==> src/rtl/pipe_stage_buf.sv <==
// Pipeline-stage register carrying an instruction packet plus NUM_WORDS data
// words with a valid/ready handshake. With SKID=1 a second (skid) entry lets
// upstream ready come straight from the state register; with SKID=0 a single
// entry is held and upstream ready is combinational. Flush drops held entries,
// and a saturating counter records downstream back-pressure cycles.
module pipe_stage_buf #(
  parameter int WORD_WIDTH = 16,
  parameter int NUM_WORDS  = 3,
  parameter int PKT_WIDTH  = 32,
  parameter int SKID       = 1,
  parameter int CNT_WIDTH  = 16
) (
  input  logic                            clk,
  input  logic                            reset,
  input  logic                            in_valid,
  output logic                            in_ready,
  input  logic [PKT_WIDTH-1:0]            in_pkt,
  input  logic [NUM_WORDS*WORD_WIDTH-1:0] in_data,
  output logic                            out_valid,
  input  logic                            out_ready,
  output logic [PKT_WIDTH-1:0]            out_pkt,
  output logic [NUM_WORDS*WORD_WIDTH-1:0] out_data,
  input  logic                            flush,
  output logic [1:0]                      occupancy,
  output logic [CNT_WIDTH-1:0]            stall_cnt
);

  localparam int                   DW      = NUM_WORDS * WORD_WIDTH;
  localparam bit                   SKID_EN = (SKID != 32'sd0);
  localparam logic [CNT_WIDTH-1:0] CNT_MAX = {CNT_WIDTH{1'b1}};
  localparam logic [CNT_WIDTH-1:0] CNT_ONE = CNT_WIDTH'(1);

  // Encoding equals the number of held entries.
  typedef enum logic [1:0] {
    ST_EMPTY = 2'd0,
    ST_ONE   = 2'd1,
    ST_FULL  = 2'd2
  } state_e;

  state_e                 state_q, state_d;
  logic [PKT_WIDTH-1:0]   main_pkt_q, main_pkt_d;
  logic [DW-1:0]          main_data_q, main_data_d;
  logic [PKT_WIDTH-1:0]   skid_pkt_q, skid_pkt_d;
  logic [DW-1:0]          skid_data_q, skid_data_d;
  logic [CNT_WIDTH-1:0]   stall_cnt_q, stall_cnt_d;

  logic in_fire_s;
  logic out_fire_s;
  logic load_main_in_s;
  logic load_main_skid_s;
  logic load_skid_s;

  // Handshake outputs decoded from the state register (SKID=0 ready also looks at out_ready).
  always_comb begin
    out_valid = (state_q != ST_EMPTY);
    case (state_q)
      ST_EMPTY: occupancy = 2'd0;
      ST_ONE:   occupancy = 2'd1;
      ST_FULL:  occupancy = 2'd2;
      default:  occupancy = 2'd0;
    endcase
    if (SKID_EN) begin
      in_ready = (state_q != ST_FULL);
    end else begin
      in_ready = out_ready | (state_q == ST_EMPTY);
    end
    in_fire_s  = in_valid & in_ready;
    out_fire_s = out_valid & out_ready;
  end

  // Next-state and payload-move decisions; flush empties the stage and suppresses all captures.
  always_comb begin
    state_d          = state_q;
    load_main_in_s   = 1'b0;
    load_main_skid_s = 1'b0;
    load_skid_s      = 1'b0;
    case (state_q)
      ST_EMPTY: begin
        if (in_fire_s) begin
          state_d        = ST_ONE;
          load_main_in_s = 1'b1;
        end else begin
          state_d = ST_EMPTY;
        end
      end
      ST_ONE: begin
        if (in_fire_s && out_fire_s) begin
          state_d        = ST_ONE;
          load_main_in_s = 1'b1;
        end else if (in_fire_s && SKID_EN) begin
          state_d     = ST_FULL;
          load_skid_s = 1'b1;
        end else if (out_fire_s) begin
          state_d = ST_EMPTY;
        end else begin
          state_d = ST_ONE;
        end
      end
      ST_FULL: begin
        if (out_fire_s) begin
          state_d          = ST_ONE;
          load_main_skid_s = 1'b1;
        end else begin
          state_d = ST_FULL;
        end
      end
      default: begin
        state_d = ST_EMPTY;
      end
    endcase
    if (flush) begin
      state_d          = ST_EMPTY;
      load_main_in_s   = 1'b0;
      load_main_skid_s = 1'b0;
      load_skid_s      = 1'b0;
    end else begin
      state_d = state_d;
    end
  end

  // Payload next values: registers change only when an entry is captured or promoted.
  always_comb begin
    main_pkt_d  = main_pkt_q;
    main_data_d = main_data_q;
    skid_pkt_d  = skid_pkt_q;
    skid_data_d = skid_data_q;
    if (load_main_in_s) begin
      main_pkt_d  = in_pkt;
      main_data_d = in_data;
    end else if (load_main_skid_s) begin
      main_pkt_d  = skid_pkt_q;
      main_data_d = skid_data_q;
    end else begin
      main_pkt_d  = main_pkt_q;
      main_data_d = main_data_q;
    end
    if (load_skid_s) begin
      skid_pkt_d  = in_pkt;
      skid_data_d = in_data;
    end else begin
      skid_pkt_d  = skid_pkt_q;
      skid_data_d = skid_data_q;
    end
  end

  // Back-pressure counter: counts stalled presentation cycles and sticks at all-ones.
  always_comb begin
    stall_cnt_d = stall_cnt_q;
    if (out_valid && !out_ready && (stall_cnt_q != CNT_MAX)) begin
      stall_cnt_d = stall_cnt_q + CNT_ONE;
    end else begin
      stall_cnt_d = stall_cnt_q;
    end
  end

  // State, payload and counter registers; reset clears everything and dominates flush.
  always_ff @(posedge clk) begin
    if (reset) begin
      state_q     <= ST_EMPTY;
      main_pkt_q  <= '0;
      main_data_q <= '0;
      skid_pkt_q  <= '0;
      skid_data_q <= '0;
      stall_cnt_q <= '0;
    end else begin
      state_q     <= state_d;
      main_pkt_q  <= main_pkt_d;
      main_data_q <= main_data_d;
      skid_pkt_q  <= skid_pkt_d;
      skid_data_q <= skid_data_d;
      stall_cnt_q <= stall_cnt_d;
    end
  end

  assign out_pkt   = main_pkt_q;
  assign out_data  = main_data_q;
  assign stall_cnt = stall_cnt_q;

endmodule

==> config.mk <==
export PLATFORM = sky130hd
export DESIGN_NAME = pipe_stage_buf
export DESIGN_NICKNAME = d
export VERILOG_FILES = /design/src/rtl/pipe_stage_buf.sv
export SDC_FILE = /design/constraint.sdc
export NUM_CORES = 1
export LEC_CHECK = 0
export ABC_CLOCK_PERIOD_IN_PS = 2300
export BUFFER_PORTS_ARGS = -buffer_cell sky130_fd_sc_hd__buf_2
export CAP_MARGIN = 25
export CELL_PAD_IN_SITES_DETAIL_PLACEMENT = 1
export CELL_PAD_IN_SITES_GLOBAL_PLACEMENT = 1
export CORE_UTILIZATION = 35
export CTS_CLUSTER_SIZE = 20
export DETAILED_ROUTE_END_ITERATION = 16
export GPL_ROUTABILITY_DRIVEN = 1
export PLACE_DENSITY_LB_ADDON = 0.1
export RECOVER_POWER = 25
export SLEW_MARGIN = 20
export SYNTH_ARGS = -nofsm -noshare
export SYNTH_HDL_FRONTEND = slang
export SYNTH_SLANG_ARGS = --single-unit
==> constraint.sdc <==
create_clock -name clk -period 2.3 [get_ports clk]
set_clock_uncertainty 0.05 [all_clocks]
set_input_delay 0.46 -clock clk [delete_from_list [all_inputs] [get_ports clk]]
set_output_delay 0.46 -clock clk [all_outputs]
set_load 0.01 [all_outputs]
* Word-level counts from Yosys, hierarchy flattened *
Cells that the tools add are included.

operators by class
  reductions and logical operators = 8
  bitwise gates (word level) = 2
  add/sub/neg operators = 1
  multiplexer cells = 21
  equality and inequality tests = 4

operators by type and width
  operator                                        number
  2-to-1 mux 48 bit                               2
  2-to-1 mux 32 bit                               2
  adder 16 x 1 -> 16 bit (second input constant)  1
  inequality test 16 bit (second input constant)  1
  2-to-1 mux 1 bit                                11
  2-to-1 mux 2 bit                                3
  one-hot mux 2 bit (3 select lines)              1
  one-hot mux 2 bit (2 select lines)              1
  nonzero test 2 bit                              2
  logical AND 1 bit                               3
  AND 1 bit                                       2
  == test 2 x 1 -> 1 bit (second input constant)  1
  == test 2 bit (second input constant)           1
  logical NOT 2 bit                               1
  inequality test 2 bit (second input constant)   1
  one-hot mux 1 bit (2 select lines)              1
  OR reduction 2 bit                              1
  logical NOT 1 bit                               1

storage, ports and cells
  output and inout bits = 100
  bits of input ports = 85
  flip-flop bits (word level) = 178
  logic and storage cells = 42

* Longest topological paths before layout *
  depth after elaboration = 7
  gate-level depth with buffers = 11
  mapped depth without buffers = 9

* Worst setup path before layout *
No wires, ideal clock.

  path kind = flip-flop to flip-flop
  start = reg state_q[0]
  end = reg main_data_q[42], in the netlist out_data[42]
  period minus slack after synthesis = 2.227 ns
  required time = 2.129 ns
  slack = 0.073 ns
  arrival = 2.056 ns
  stages on the path, launching flop included = 12
  library setup time = 0.121 ns
  path buffers = 2
  cells stage by stage = dfxtp_1 > and2b_2 > inv_1 > and2_1 > ha_1 > nand2_1 > a21o_1 > buf_4 > a21oi_2 > nor2_2 > buf_2 > a2bb2o_1

on the way
  longest elaborated chain between the ends = 7
  elaborated cells on any way between the ends = 17
  those cells by class = eq/ne: 3; mux: 8; bitwise: 2; reduce/logical: 4

ends and longest elaborated chain
  element                                                  line  RTL
  start: declaration                                       40    state_e state_q, state_d;
  start signal: assignment                                 166   state_q <= state_d;
  inequality test 2 bit *                                  63    in_ready = (state_q != ST_FULL);
  named net in_ready                                       16    output logic in_ready,
  AND 1 bit *                                              67    in_fire_s = in_valid & in_ready;
  logical AND 1 bit                                        87    if (in_fire_s && out_fire_s) begin
  2-to-1 mux 1 bit                                         87
  one-hot mux 1 bit (2 select lines) *                     77    case (state_q)
  2-to-1 mux 1 bit *                                       111   if (flush) begin
  2-to-1 mux 48 bit or nonzero test 2 bit (tied branches)  n/a
  end signal: assignment                                   168   main_data_q <= main_data_d;
  end: declaration                                         42    logic [DW-1:0] main_data_q, main_data_d;

Mark *: on every way through the listed nets, which the timed path passes. The rest lies on a longest branch.
A chain may end at the register's enable or synchronous reset.

* Worst setup path in the final report *
  start = reg state_q[0]
  end = reg main_pkt_q[12], in the netlist out_pkt[12]

on the way
  longest elaborated chain between the ends = 7
  elaborated cells on any way between the ends = 17
  those cells by class = eq/ne: 3; mux: 8; bitwise: 2; reduce/logical: 4

ends and longest elaborated chain
  element                                                      line    RTL
  inequality test 2 bit or nonzero test 2 bit (tied branches)  63, 55
  AND 1 bit (on tied branches)                                 67, 68
  logical AND 1 bit                                            87
  2-to-1 mux 1 bit                                             87
  one-hot mux 1 bit (2 select lines)                           77
  2-to-1 mux 1 bit                                             111
  2-to-1 mux 32 bit or nonzero test 2 bit (tied branches)      n/a
  end signal: assignment                                       167     main_pkt_q <= main_pkt_d;
  end: declaration                                             41      logic [PKT_WIDTH-1:0] main_pkt_q, main_pkt_d;

Several ways; a longest one is shown, not always the timed one.

==> impl_metrics.tcl <==
set metrics [dict create \
    hp-class "input port to register" \
    clock_sinks 178 \
    grt_use_met3 0.0628 \
    synth_seq_cells 178 \
    antenna_found_initial 5 \
    start_kind "register" \
    core_um2 18900 \
    seq_area_um2 3570 \
    die-area_um2 20100 \
    min_to "skid_data_q[9]$_SDFFE_PP0P_" \
    r2r-start "state_q[0]$_SDFF_PP0_" \
    hold_ws_ps 229 \
    fin_ws_ps 111 \
    via_per_inst 5.29 \
    grt_pass1_wl_um 34200 \
    synth_top_area_frac 0.522 \
    multiInputGateArea_um2 2970 \
    first_global_vias 6523 \
    power_density_nw_per_um2 755 \
    globalplace.congestion 0.775 \
    final_util 0.458 \
    r2r_slack_ps 110 \
    rows 50 \
    tritoncts "yes" \
    cts_root_buf "clkbuf_16" \
    vdd_ir_drop_max_uv 505 \
    synth_fp_nets 828 \
    path_max_fanout 9 \
    crit_type "register to register" \
    ios 185 \
    syn_area_per_cell_um2 9.23 \
    yosysWarnings 0 \
    synth-edff-count 0 \
    clk_path_buf_depth 2 \
    synthTopCellsByArea "dfxtp_1 52%, nand2_1 9.3%, o2bb2ai_1 8.8%" \
    hold_viol_final 0 \
    worstPathBufferInverterCount 3 \
    yosysTopAreaCell "dfxtp_1" \
    hold_start "in_data[9]" \
    syn-cell-area_um2 6830 \
    vias 6281 \
    tightest_slew_ps 664 \
    grt_overflow_total 0 \
    syn-instance-count 740 \
    holdBufCountCts 0 \
    cp_slowest_cell "dfxtp_2" \
    initial_core_util 0.362 \
    ant_nets 0 \
    crit_required_ps 2600 \
    fin_crit_sh 0.952 \
    synth.distinct_cells 43 \
    port-buffer-count 184 \
    whs_path_depth 3 \
    fmax_ghz 0.457 \
    drtIter0Drc 276 \
    drive_gt1_frac 0.226 \
    htree_num_levels 4 \
    remaining_drc_errors 0 \
    cp_data_arrival_time_ps 2490 \
    cpLargestDelayFamily "simple AND/OR/NAND/NOR gates" \
    maxSlewViolCount 0 \
    path_cells "and2b_2 -> inv_1 -> and2_4 -> ha_1 -> nand2_1 -> a21o_4 -> nor2_4 -> buf_6 -> clkbuf_16 -> o22ai_1 -> o2bb2ai_1" \
    wl_um 21900 \
    crit_path_max_incr_delay_ps 340 \
    cts_buffers 17 \
    met1_usage 0.273 \
    r2r-end "out_pkt[12]$_SDFFE_PP0P_" \
    fp.dieW_um 142 \
    grt_usage 0.217 \
    die_y_um 142 \
    fillers 2272 \
    clk_pin_slew_ps 70 \
    syn_to_final_growth_pct 26.6 \
    leakagePower_uw 0.00301 \
    relSlewSlack 0.557 \
    use_met2 0.356 \
    finalSetupViolations 0 \
    outcome "finished, final reports clean" \
    grt.busiest_layer "met2" \
    async_flop_share 0 \
    hpwl_um 14200 \
    ys.flop_type "dfxtp_1" \
    max_cap_violations 0 \
    fin_nets 997 \
    post-route-min-period_ps 2190 \
    wl_per_cell_um 18.5 \
    dr.pass1.iters 4 \
    reg2reg_depth 11 \
    clk_latency_ps 420 \
    design_area_um2 8650 \
    grt_max_degree 74 \
    placed_area_um2 8020 \
    ys_seq_area_frac 0.522 \
    pre_cts_ws_ps 7.13 \
    cp-end-kind "register" \
]
## how the worst max path moves through the flow
stage | cells past startpoint | start | to
2_1_floorplan | 11 | state_q[0]$_SDFF_PP0_ | out_data[42]$_SDFFE_PP0P_
3_3_place_gp | 9 | state_q[1]$_SDFF_PP0_ | out_data[42]$_SDFFE_PP0P_
3_5_place_dp | 9 | state_q[0]$_SDFF_PP0_ | out_data[3]$_SDFFE_PP0P_
4_1_cts | 9 | state_q[0]$_SDFF_PP0_ | out_data[42]$_SDFFE_PP0P_
5_1_grt | 10 | state_q[0]$_SDFF_PP0_ | out_pkt[3]$_SDFFE_PP0P_
6_report | 11 | state_q[0]$_SDFF_PP0_ | out_pkt[12]$_SDFFE_PP0P_
## metrics by stage
stage,TNS (ps),total power [uW],instances
floorplan,0,3530,740
global placement,0,3780,1142
detailed placement,0,3790,1142
CTS,0,6580,1174
global route,-35.0,6790,1183
finish,0,6530,1187
## cell families after synthesis
family	Yosys count	share of synthesized area
fa+ha+maj	3	0.00549
xor+xnor	13	0.0167
mux	2	0.00293
flops	178	0.522
buf+inv	68	0.0480
compound gates	257	0.269
simple gates	219	0.137
## cell type report
type / count / area share
clock buffer: 21 / 0.0532
antenna: 5 / 0.00145
inverter: 4 / 0.00174
multi-input combinational: 494 / 0.343
clock inverter: 11 / 0.0122
sequential: 178 / 0.412
timing repair buffer: 214 / 0.139
tap: 260 / 0.0376
## synthesized netlist by cell type (3+ instances only)
master and number:
nor4_1 3, buf_2 40, clkbuf_1 20, dfxtp_1 178, o2bb2ai_1 69, nor3_1 6, nand3_1 3, a21oi_1 84
nand2_1 169, inv_1 4, nor2_1 16, a211oi_1 4, nand4_1 3, xnor2_1 13, o22ai_1 80, ha_1 3
o2bb2ai_2 10
## state kept, by name (all words and copies together) (netlist names)
signal       count
out_data        48
stall_cnt       16
skid_data_q     48
out_pkt         32
skid_pkt_q      32
state_q          2
## layer usage
metal  vias to the layer above  share of wire
li1                       3005              -
met1                      3077           0.46
met2                       176           0.47
met3                        23          0.059
met4                         0          0.013
met5                         -              0
## tightest hold or removal path: stages
cell and delay, ps:
buf_2 100, nand2_1 50, a21oi_1 50
## power by group
group	leakage (uW)	switching [uW]	internal, uW
clock	0.000266	1230	1550
combinational	0.00130	350	220
sequential	0.00144	38.4	3140
total	0.00301	1620	4920
## timing repair
| item | 4_1_cts | 5_1_grt |
|---|---|---|
| pin swaps | 0 | 6 |
| buffers inserted | 0 | 5 |
| gates resized for setup | 1 | 9 |
| endpoints found under the setup margin | 2 | 81 |
| cloned | 0 | 3 |
## cell usage in the layout (no fill, tap or decap), types with 2 or more instances in the layout
cell,instances
a2111oi_4,2
a211oi_1,4
a21oi_1,84
and4_4,2
buf_12,6
buf_2,115
buf_4,16
buf_6,7
clkbuf_1,70
clkbuf_16,19
clkbuf_8,2
clkinv_2,2
clkinv_4,3
clkinvlp_4,4
dfxtp_1,176
dfxtp_2,2
diode_2,5
ha_1,3
inv_1,4
mux2i_1,2
nand2_1,169
nand2b_1,2
nand3_1,3
nand4_1,3
nor2_1,15
nor2_4,3
nor3_1,6
nor4_1,3
o22ai_1,80
o2bb2ai_1,69
o2bb2ai_2,10
or2_2,2
xnor2_1,13
(Power assumes the default switching activity.)
